$ cat src/rtl/fifo_drain.sv
// rtl/fifo_drain.sv - Drains a FIFO with one-cycle read latency into a valid/ready stream.
// Optional saturating transfer counter enabled by FIFO_DRAIN_STATS_EN.
module fifo_drain #(
    parameter int DATA_WIDTH = 8,
    parameter int CNT_WIDTH  = 16
) (
    input  logic                  clk,
    input  logic                  rst,
    input  logic                  i_enable,
    input  logic                  i_empty,
    input  logic [DATA_WIDTH-1:0] i_fifo_data,
    output logic                  o_rd_en,
    output logic                  o_valid,
    output logic [DATA_WIDTH-1:0] o_data,
    input  logic                  i_ready,
    output logic                  o_busy,
    output logic [CNT_WIDTH-1:0]  o_count
);

    typedef enum logic [1:0] {
        S_IDLE  = 2'd0,
        S_RUN   = 2'd1,
        S_DRAIN = 2'd2
    } state_t;

    state_t                state_q, state_d;
    logic [1:0]            occ_q, occ_d;
    logic                  inflight_q, inflight_d;
    logic [DATA_WIDTH-1:0] q0_q, q0_d;
    logic [DATA_WIDTH-1:0] q1_q, q1_d;

    logic       pop;
    logic       rd_en;
    logic [2:0] credit;

    // A read is only issued if its word is guaranteed a queue slot on capture.
    always_comb begin
        pop    = (occ_q != 2'd0) & i_ready & ~rst;
        credit = {1'b0, occ_q} + {2'b00, inflight_q} - {2'b00, pop};
        rd_en  = i_enable & ~i_empty & (state_q == S_RUN) & (credit < 3'd2) & ~rst;
    end

    always_comb begin
        state_d = state_q;
        case (state_q)
            S_IDLE: begin
                if (i_enable) state_d = S_RUN;
            end
            S_RUN: begin
                if (!i_enable) begin
                    if ((occ_q != 2'd0) || inflight_q) state_d = S_DRAIN;
                    else                               state_d = S_IDLE;
                end
            end
            S_DRAIN: begin
                if (i_enable)                              state_d = S_RUN;
                else if ((occ_q == 2'd0) && !inflight_q)   state_d = S_IDLE;
            end
            default: state_d = S_IDLE;
        endcase
    end

    // q0 is the head; a capture lands at index (occ - pop).
    always_comb begin
        q0_d       = q0_q;
        q1_d       = q1_q;
        occ_d      = occ_q;
        inflight_d = rd_en;
        case ({inflight_q, pop})
            2'b10: begin
                if (occ_q == 2'd0) q0_d = i_fifo_data;
                else               q1_d = i_fifo_data;
                occ_d = occ_q + 2'd1;
            end
            2'b01: begin
                q0_d  = q1_q;
                occ_d = occ_q - 2'd1;
            end
            2'b11: begin
                if (occ_q == 2'd1) begin
                    q0_d = i_fifo_data;
                end else begin
                    q0_d = q1_q;
                    q1_d = i_fifo_data;
                end
            end
            default: begin
                q0_d = q0_q;
            end
        endcase
    end

    always_ff @(posedge clk) begin
        if (rst) begin
            state_q    <= S_IDLE;
            occ_q      <= 2'd0;
            inflight_q <= 1'b0;
            q0_q       <= '0;
            q1_q       <= '0;
        end else begin
            state_q    <= state_d;
            occ_q      <= occ_d;
            inflight_q <= inflight_d;
            q0_q       <= q0_d;
            q1_q       <= q1_d;
        end
    end

    // Outputs are forced quiet for the whole cycle in which rst is high.
    assign o_rd_en = rd_en;
    assign o_valid = (occ_q != 2'd0) & ~rst;
    assign o_data  = rst ? '0 : q0_q;
    assign o_busy  = (state_q != S_IDLE) & ~rst;

`ifdef FIFO_DRAIN_STATS_EN
    logic [CNT_WIDTH-1:0] count_q;

    always_ff @(posedge clk) begin
        if (rst) begin
            count_q <= '0;
        end else if (pop && (count_q != {CNT_WIDTH{1'b1}})) begin
            count_q <= count_q + {{(CNT_WIDTH-1){1'b0}}, 1'b1};
        end
    end

    assign o_count = rst ? '0 : count_q;
`else
    assign o_count = '0;
`endif

endmodule

$ cat config.mk
export PLATFORM = sky130hd
export DESIGN_NAME = fifo_drain
export DESIGN_NICKNAME = d
export VERILOG_FILES = /design/src/rtl/fifo_drain.sv
export SDC_FILE = /design/constraint.sdc
export NUM_CORES = 1
export LEC_CHECK = 0
export BUFFER_PORTS_ARGS = -buffer_cell sky130_fd_sc_hd__buf_2
export CORE_MARGIN = 5
export CORE_UTILIZATION = 45
export DETAILED_ROUTE_END_ITERATION = 10
export PLACE_DENSITY = 0.74
export SKIP_CTS_REPAIR_TIMING = 1
export SYNTH_ARGS = -nofsm -noshare
export SYNTH_HDL_FRONTEND = slang
export SYNTH_SLANG_ARGS = --single-unit
$ cat constraint.sdc
create_clock -name clk -period 2.8 [get_ports clk]
set_input_delay 0.56 -clock clk [delete_from_list [all_inputs] [get_ports clk]]
set_output_delay 0.56 -clock clk [all_outputs]
set_load 0.1 [all_outputs]
==> load_flow_metrics.sql, run 1 <==
INSERT INTO impl_metrics (metric_group, metric, value, unit) VALUES
('outcome', 'status', 'finished, violations left', ''),
('outcome', 'failed_checks', 'negative setup slack', ''),
('die', 'initial_standard_cell_utilization_of_the_core', '46.5', '%'),
('critical_path', 'cp-end-kind', 'primary output', ''),
('die', 'top_level_ports', '40', ''),
('route', 'drt-wirelength-per-cell', '12.7', 'µm'),
('sta', 'setup_repair_after_global_routing_missed_its_margin', 'yes', ''),
('critical_path', 'r2r_cells', '11', ''),
('clocking', 'cts.root.buffer_cell', 'sky130_fd_sc_hd__clkbuf_4', ''),
('final_layout', 'multi_input_area', '873', 'µm²'),
('grt', 'first_global_vias', '1006', ''),
('clocking', 'clock_tree.htree_level_count', '1', ''),
('final_layout', 'syn_to_final_growth', '15.9', '%'),
('sta', 'period_minus_ws_final', '3.16', 'ns'),
('synthesis', 'postSynthAreaPerCell', '9.56', 'µm²'),
('synthesis', 'synth_sequential_area_ratio', '30.1', '%'),
('grt', 'overflow', '0', ''),
('power', 'power_density', '445', 'nW/µm²'),
('placed_design', 'dp.final_hpwl', '2.09', 'mm'),
('critical_path', 'crit_fanout', '2', ''),
('final_layout', 'net_total_in_the_final_layout', '195', ''),
('synthesis', 'area_share_of_the_leading_cell_type_in_the_synthesized_netlist', '30.1', '%'),
('final_layout', 'layout-drive-gt1-share', '35.0', '%'),
('synthesis', 'ys_async_sr_fraction', '0', '%'),
('synthesis', 'yosys_warnings', '0', ''),
('final_layout', 'regArea', '425', 'µm²'),
('synthesis', 'synth_ff_type', 'sky130_fd_sc_hd__dfxtp_1', ''),
('sta', 'report.final.slew_viol_count', '0', ''),
('route', 'number_of_iterations_in_the_first_detailed_routing_pass', '5', ''),
('critical_path', 'worst-endpoint-arrival', '2.60', 'ns'),
('min_path', 'min_from', 'i_enable', ''),
('placed_design', 'gp_routability_congestion', '0.770', ''),
('final_layout', 'antenna_cells_inserted', '0', ''),
('clocking', 'clock_sink_count', '21', ''),
('grt', 'antenna_found_initial', '0', ''),
('critical_path', 'critPathLaunch', 'occ_q[0]', ''),
('critical_path', 'regToRegStartpoint', 'occ_q[0]', ''),
('critical_path', 'setup.worst_path.class', 'flop to primary output', ''),
('clocking', 'clock_tree_from_tritoncts', 'yes', ''),
('grt', 'grt_start_max_net_pins', '41', ''),
('route', 'route.vias.total', '1029', ''),
('sta', 'period_share', '113', '%'),
('synthesis', 'post-synth-top-area-cell', 'sky130_fd_sc_hd__dfxtp_1', ''),
('final_layout', 'filler_cell_count', '275', ''),
('clocking', 'numCtsBuffers', '3', ''),
('synthesis', 'postSynthCellCount', '146', ''),
('flow_run', 'drv.max_cap_violation_count', '0', ''),
('route', 'drcViolationCount', '0', ''),
('clocking', 'clk_latency', '0.30', 'ns'),
('route', 'initialDrtViolationCount', '36', ''),
('grt', 'global_route_wire_length_before_repair', '4.56', 'mm'),
('placed_design', 'pre_cts_ws', '-0.246', 'ns'),
('die', 'floorplan.die.height', '65.7', 'µm'),
('critical_path', 'cp_required', '2.24', 'ns'),
('die', 'rows', '20', ''),
('die', 'core_area', '3000', 'µm²'),
('die', 'chipWidth', '65.7', 'µm'),
('die', 'die_area', '4310', 'µm²'),
('synthesis', 'post_synth_instance_area', '1400', 'µm²'),
('clocking', 'clk_pin_slew', '0.10', 'ns'),
('placed_design', 'port-buffer-count', '23', ''),
('clocking', 'clk_buf_depth', '2', ''),
('power', 'p_leak', '0.000641', 'µW'),
('sta', 'timing.hold.ws', '0.454', 'ns'),
('min_path', 'whs_path_depth', '2', ''),
('sta', 'final_critical_path_setup_slack', '-0.355', 'ns'),
('synthesis', 'ys_types', '31', ''),
('grt', 'global_route.usage.total', '13.5', '%'),
('critical_path', 'startpoint_type', 'flop', ''),
('sta', 'max_freq', '317', 'MHz'),
('sta', 'finalSetupViolations', '1', ''),
('final_layout', 'finalCoreUtilization', '53.8', '%'),
('power', 'ir_drop', '0.303', 'mV'),
('route', 'number_of_routed_nets_with_antenna_violations', '0', ''),
('synthesis', 'synth_enable_flop_cells', '0', ''),
('sta', 'final-hold-violation-count', '0', ''),
('synthesis', 'synth_seq_cells', '21', ''),
('sta', 'finClkSkew', '0.0112', 'ns'),
('route', 'route.detailed.vias_per_inst', '4.90', ''),
('min_path', 'worstHoldPathType', 'primary input to flop', ''),
('route', 'routed_wl', '2.67', 'mm'),
('synthesis', 'ys_top_cells_by_area', 'sky130_fd_sc_hd__dfxtp_1 30%, sky130_fd_sc_hd__a311oi_2 8.6%, sky130_fd_sc_hd__buf_4 8.6%, sky130_fd_sc_hd__nand2b_1 8.1%, sky130_fd_sc_hd__mux2i_1 5.7%', '');
stage by stage:
stage          total power (µW)  TNS, ns  instances  instance area [µm²]
6_report                    719   -0.355        210                 1620
5_1_grt                     760   -0.505        210                 1620
4_1_cts                     725   -0.470        208                 1600
3_5_place_dp                582   -0.246        204                 1580
3_3_place_gp                577   -0.146        204                 1580
2_1_floorplan               559   -0.740        161                 1500
sequential cells by signal, indices dropped and copies added (netlist names):
name        cells
q0_q            8
state_q         2
inflight_q      1
q1_q            8
occ_q           2
where the power goes:
part | switching [µW] | internal (µW) | total [µW]
Clock | 86.3 | 55.5 | 142
Combinational | 198 | 63.8 | 262
Sequential | 6.25 | 309 | 316
Total | 290 | 429 | 719
final timing paths:
| kind | slack [ns] | endpoint |
|---|---|---|
| max | -0.36 | o_rd_en |
| min | 0.45 | state_q[1] |
| max reg2reg | 0.40 | inflight_q |
| min reg2reg | 0.48 | q1_q[5] |
worst max-delay path, stage by stage, from the launching register on:
cell	delay, ns
sky130_fd_sc_hd__dfxtp_4	0.36
sky130_fd_sc_hd__inv_2	0.04
sky130_fd_sc_hd__ha_4	0.16
sky130_fd_sc_hd__nor3b_4	0.19
sky130_fd_sc_hd__inv_2	0.08
sky130_fd_sc_hd__ha_4	0.24
sky130_fd_sc_hd__nand2b_4	0.13
sky130_fd_sc_hd__fa_1	0.50
sky130_fd_sc_hd__nand4bb_1	0.19
sky130_fd_sc_hd__nor3_4	0.20
sky130_fd_sc_hd__buf_12	0.20
kinds of logic (layout without fill, tap and decap cells):
| group | Yosys count | in the layout | synth area share (%) |
|---|---|---|---|
| AOI/OAI and AO/OA | 20 | 20 | 13.4 |
| xor gates and xnor gates | 4 | 4 | 2.51 |
| adders and majority gates | 4 | 4 | 4.13 |
| buffers and inverters | 29 | 45 | 14.4 |
| DFF | 21 | 21 | 30.1 |
| muxes | 9 | 9 | 6.82 |
| other | 1 | 16 | 0.269 |
| and+or+nand+nor | 58 | 58 | 28.3 |
layout by cell type (no fill, tap or decap), types with 5 or more instances in the layout:
cell type and count:
sky130_fd_sc_hd__nand3b_1 9, sky130_fd_sc_hd__buf_2 22, sky130_fd_sc_hd__o21ai_0 8, sky130_fd_sc_hd__a311oi_2 8, sky130_fd_sc_hd__conb_1 16, sky130_fd_sc_hd__dfxtp_1 19
sky130_fd_sc_hd__buf_4 14, sky130_fd_sc_hd__nor3_1 9, sky130_fd_sc_hd__nor2_1 5, sky130_fd_sc_hd__nand2b_1 17, sky130_fd_sc_hd__nor2b_1 9, sky130_fd_sc_hd__mux2i_1 8
metal layers:
layer,part of all wire (%),GRT usage [%]
met3,5.5,2.91
met5,0,0
met1,43,15.9
met2,49,22.5
met4,2.0,7.25
final cells by class:
type	count	area share, %
multi-input combinational	111	54.0
sequential	21	26.3
timing repair buffer	37	14.6
tap	33	2.55
clock buffer	4	1.63
inverter	4	0.929
synthesized netlist by cell type, types with 4 or more instances:
cell type and n:
sky130_fd_sc_hd__a311oi_2 8, sky130_fd_sc_hd__buf_4 16, sky130_fd_sc_hd__buf_6 4, sky130_fd_sc_hd__dfxtp_1 21, sky130_fd_sc_hd__mux2i_1 8, sky130_fd_sc_hd__nand2b_1 18
sky130_fd_sc_hd__nand3b_1 9, sky130_fd_sc_hd__nor2_1 5, sky130_fd_sc_hd__nor2b_1 9, sky130_fd_sc_hd__nor3_1 10, sky130_fd_sc_hd__o21ai_0 8
(Power assumes the default switching activity.)
==> inputs of run 2 (changes only) <==
--- a/config.mk
+++ b/config.mk
@@ -7,9 +7,10 @@
 export LEC_CHECK = 0
 export BUFFER_PORTS_ARGS = -buffer_cell sky130_fd_sc_hd__buf_2
 export CORE_MARGIN = 5
-export CORE_UTILIZATION = 45
+export CORE_UTILIZATION = 36
 export DETAILED_ROUTE_END_ITERATION = 10
-export PLACE_DENSITY = 0.74
+export PLACE_DENSITY = 0.62
+export SETUP_SLACK_MARGIN = 0.05
 export SKIP_CTS_REPAIR_TIMING = 1
 export SYNTH_ARGS = -nofsm -noshare
 export SYNTH_HDL_FRONTEND = slang
==> run 2 against run 1 <==
  * The flow still finishes with violations (negative setup slack)
  * Fmax increased by 4.8%
  * Via count up 1.1%
  * Power increased by 8.3%
  * Die area increased by 21%
  * Sequential power hardly changed
  * Final cell count increased by 6.7%
  * Critical path depth stayed put
  * Clock power up 42%
  * Largest power group unchanged
==> load_flow_metrics.sql, run 2 (synthesis gave the netlist of run 1 again) <==
INSERT INTO impl_metrics (metric_group, metric, value, unit) VALUES
('outcome', 'status', 'finished, violations left', ''),
('outcome', 'failed_checks', 'negative setup slack', ''),
('clocking', 'clock_tree.htree_level_count', '1', ''),
('die', 'core_area', '3720', 'µm²'),
('sta', 'final-hold-violation-count', '0', ''),
('clocking', 'clk_latency', '0.26', 'ns'),
('critical_path', 'setup.worst_path.class', 'flop to primary output', ''),
('power', 'power_density', '467', 'nW/µm²'),
('sta', 'setup_repair_after_global_routing_missed_its_margin', 'yes', ''),
('final_layout', 'most_frequent_cells_in_the_layout', '22 x sky130_fd_sc_hd__buf_2, 19 x sky130_fd_sc_hd__dfxtp_1, 17 x sky130_fd_sc_hd__nand2b_1', ''),
('placed_design', 'port-buffer-count', '23', ''),
('route', 'drt-wirelength-per-cell', '11.9', 'µm'),
('route', 'number_of_routed_nets_with_antenna_violations', '0', ''),
('sta', 'finClkSkew', '0.000938', 'ns'),
('power', 'ir_drop', '0.171', 'mV'),
('final_layout', 'finalCoreUtilization', '44.9', '%'),
('grt', 'first_global_vias', '988', ''),
('grt', 'global_route_wire_length_before_repair', '4.44', 'mm'),
('placed_design', 'dp.final_hpwl', '2.15', 'mm'),
('final_layout', 'final_cells', '224', ''),
('die', 'die_area', '5220', 'µm²'),
('power', 'intPower', '472', 'µW'),
('final_layout', 'final_cell_area', '1670', 'µm²'),
('power', 'p_leak', '0.000647', 'µW'),
('critical_path', 'worstPathCellList', 'inv_2 > ha_4 > nor3b_4 > inv_2 > ha_4 > nand2b_4 > fa_1 > nand4bb_1 > nor3_4 > buf_12', ''),
('sta', 'final_critical_path_setup_slack', '-0.212', 'ns'),
('clocking', 'cts.root.buffer_cell', 'sky130_fd_sc_hd__clkbuf_8', ''),
('power', 'power.share.combinational', '33.6', '%'),
('final_layout', 'layout-drive-gt1-share', '39.8', '%'),
('critical_path', 'r2r_cells', '10', ''),
('critical_path', 'crit_fanout', '2', ''),
('route', 'route.vias.total', '1040', ''),
('power', 'net-switching-power', '307', 'µW'),
('sta', 'period_share', '108', '%'),
('placed_design', 'gp_routability_congestion', '0.696', ''),
('critical_path', 'worst-endpoint-arrival', '2.45', 'ns'),
('critical_path', 'startpoint_type', 'flop', ''),
('die', 'chipWidth', '72.3', 'µm'),
('clocking', 'clock_tree_from_tritoncts', 'yes', ''),
('clocking', 'numCtsBuffers', '3', ''),
('route', 'initialDrtViolationCount', '80', ''),
('min_path', 'hold_critical_path_endpoint', 'state_q[1]', ''),
('grt', 'global_route.usage.total', '10.5', '%'),
('clocking', 'clk_pin_slew', '0.08', 'ns'),
('sta', 'max_freq', '332', 'MHz'),
('route', 'drcViolationCount', '0', ''),
('grt', 'antenna_found_initial', '0', ''),
('critical_path', 'cp-end-kind', 'primary output', ''),
('min_path', 'min_from', 'i_enable', ''),
('die', 'rows', '22', ''),
('min_path', 'worstHoldPathType', 'primary input to flop', ''),
('power', 'clockPowerShare', '25.9', '%'),
('sta', 'report.final.slew_viol_count', '0', ''),
('final_layout', 'net_total_in_the_final_layout', '194', ''),
('die', 'floorplan.die.height', '72.3', 'µm'),
('power', 'switching_share', '39.4', '%'),
('critical_path', 'critical_path.reg2reg.endpoint', 'inflight_q', ''),
('die', 'initial_standard_cell_utilization_of_the_core', '37.5', '%'),
('final_layout', 'filler_cell_count', '362', ''),
('grt', 'overflow', '0', ''),
('sta', 'timing.hold.ws', '0.479', 'ns'),
('critical_path', 'worst_path_dominant_cell_family', 'adder cells', ''),
('grt', 'grt_start_max_net_pins', '41', ''),
('critical_path', 'regToRegStartpoint', 'occ_q[0]', ''),
('die', 'top_level_ports', '40', ''),
('placed_design', 'placedInstanceArea', '1620', 'µm²'),
('critical_path', 'cp_required', '2.24', 'ns'),
('final_layout', 'antenna_cells_inserted', '0', ''),
('final_layout', 'layout_commonest_cell', 'sky130_fd_sc_hd__buf_2', ''),
('final_layout', 'biggestRegsByFlops', 'q0_q: 8 flops, q1_q: 8 flops', ''),
('sta', 'finalSetupViolations', '1', ''),
('placed_design', 'place_inst', '220', ''),
('min_path', 'whs_path_depth', '2', ''),
('placed_design', 'pre_cts_ws', '-0.171', 'ns'),
('critical_path', 'slowest_stage', 'sky130_fd_sc_hd__fa_1', ''),
('critical_path', 'worst-r2r-setup-slack', '0.62', 'ns'),
('power', 'sequentialPowerShare', '40.5', '%'),
('critical_path', 'crit_buf_inv', '3', ''),
('route', 'routed_wl', '2.68', 'mm'),
('critical_path', 'crit_path_max_incr_delay', '0.47', 'ns'),
('flow_run', 'drv.max_cap_violation_count', '0', ''),
('final_layout', 'syn_to_final_growth', '19.6', '%'),
('sta', 'period_minus_ws_final', '3.01', 'ns'),
('clocking', 'clk_buf_depth', '2', ''),
('route', 'number_of_iterations_in_the_first_detailed_routing_pass', '4', ''),
('route', 'route.detailed.vias_per_inst', '4.64', ''),
('clocking', 'clock_sink_count', '21', '');
-- run 2: cell count changes in the layout (fill, tap and decap cells not counted) --
cell                       previous run  this run
sky130_fd_sc_hd__nor2b_1              9         1
sky130_fd_sc_hd__buf_4               14        13
sky130_fd_sc_hd__clkinv_2             0         1
sky130_fd_sc_hd__nor2b_2              0         8
sky130_fd_sc_hd__clkbuf_8             0         3
sky130_fd_sc_hd__clkbuf_4             3         0
sky130_fd_sc_hd__clkbuf_1             1         0
-- run 2: routing by layer --
metal  up-vias  GRT usage (%)  wire length (µm)
met3         2           1.39               136
met1       480           13.3              1180
met5         -              0                 0
li1        529              -                 -
met4         0           5.01                34
met2        29           17.6              1330
-- run 2: worst max-delay path by stage --
| stage | startpoint | end | slack, ns | depth (start not counted) |
|---|---|---|---|---|
| 3_5_place_dp | rst | o_rd_en | -0.17 | 9 |
| 6_report | occ_q[0] | o_rd_en | -0.21 | 10 |
| 3_3_place_gp | rst | o_rd_en | -0.15 | 9 |
| 2_1_floorplan | occ_q[1] | o_rd_en | -0.74 | 10 |
| 4_1_cts | occ_q[0] | o_rd_en | -0.33 | 10 |
| 5_1_grt | occ_q[1] | o_rd_en | -0.33 | 10 |
-- run 2: area by class of cell --
class | instances | area [µm²] | share of cell area (%)
multi-input cells | 111 | 893 | 53.6
flip-flops and latches | 21 | 425 | 25.5
repair buffers | 36 | 228 | 13.7
well taps | 48 | 60.1 | 3.60
clock buffers | 3 | 41.3 | 2.48
inverters | 4 | 15.0 | 0.900
clock inverters | 1 | 5.00 | 0.300
-- run 2: stage by stage --
stage	total power (µW)	setup TNS (ns)
global route	812	-0.334
finish	779	-0.212
CTS	788	-0.331
floorplan	561	-0.740
detailed placement	585	-0.171
global placement	581	-0.147
-- run 2: power by group through the flow --
| stage | registers [µW] | clock network (µW) | logic (µW) |
|---|---|---|---|
| after floorplan | 323 | 0 | 239 |
| after global placement | 322 | 0 | 259 |
| after detailed placement | 323 | 0 | 262 |
| after CTS | 316 | 210 | 263 |
| after global routing | 317 | 219 | 276 |
| final | 315 | 202 | 262 |
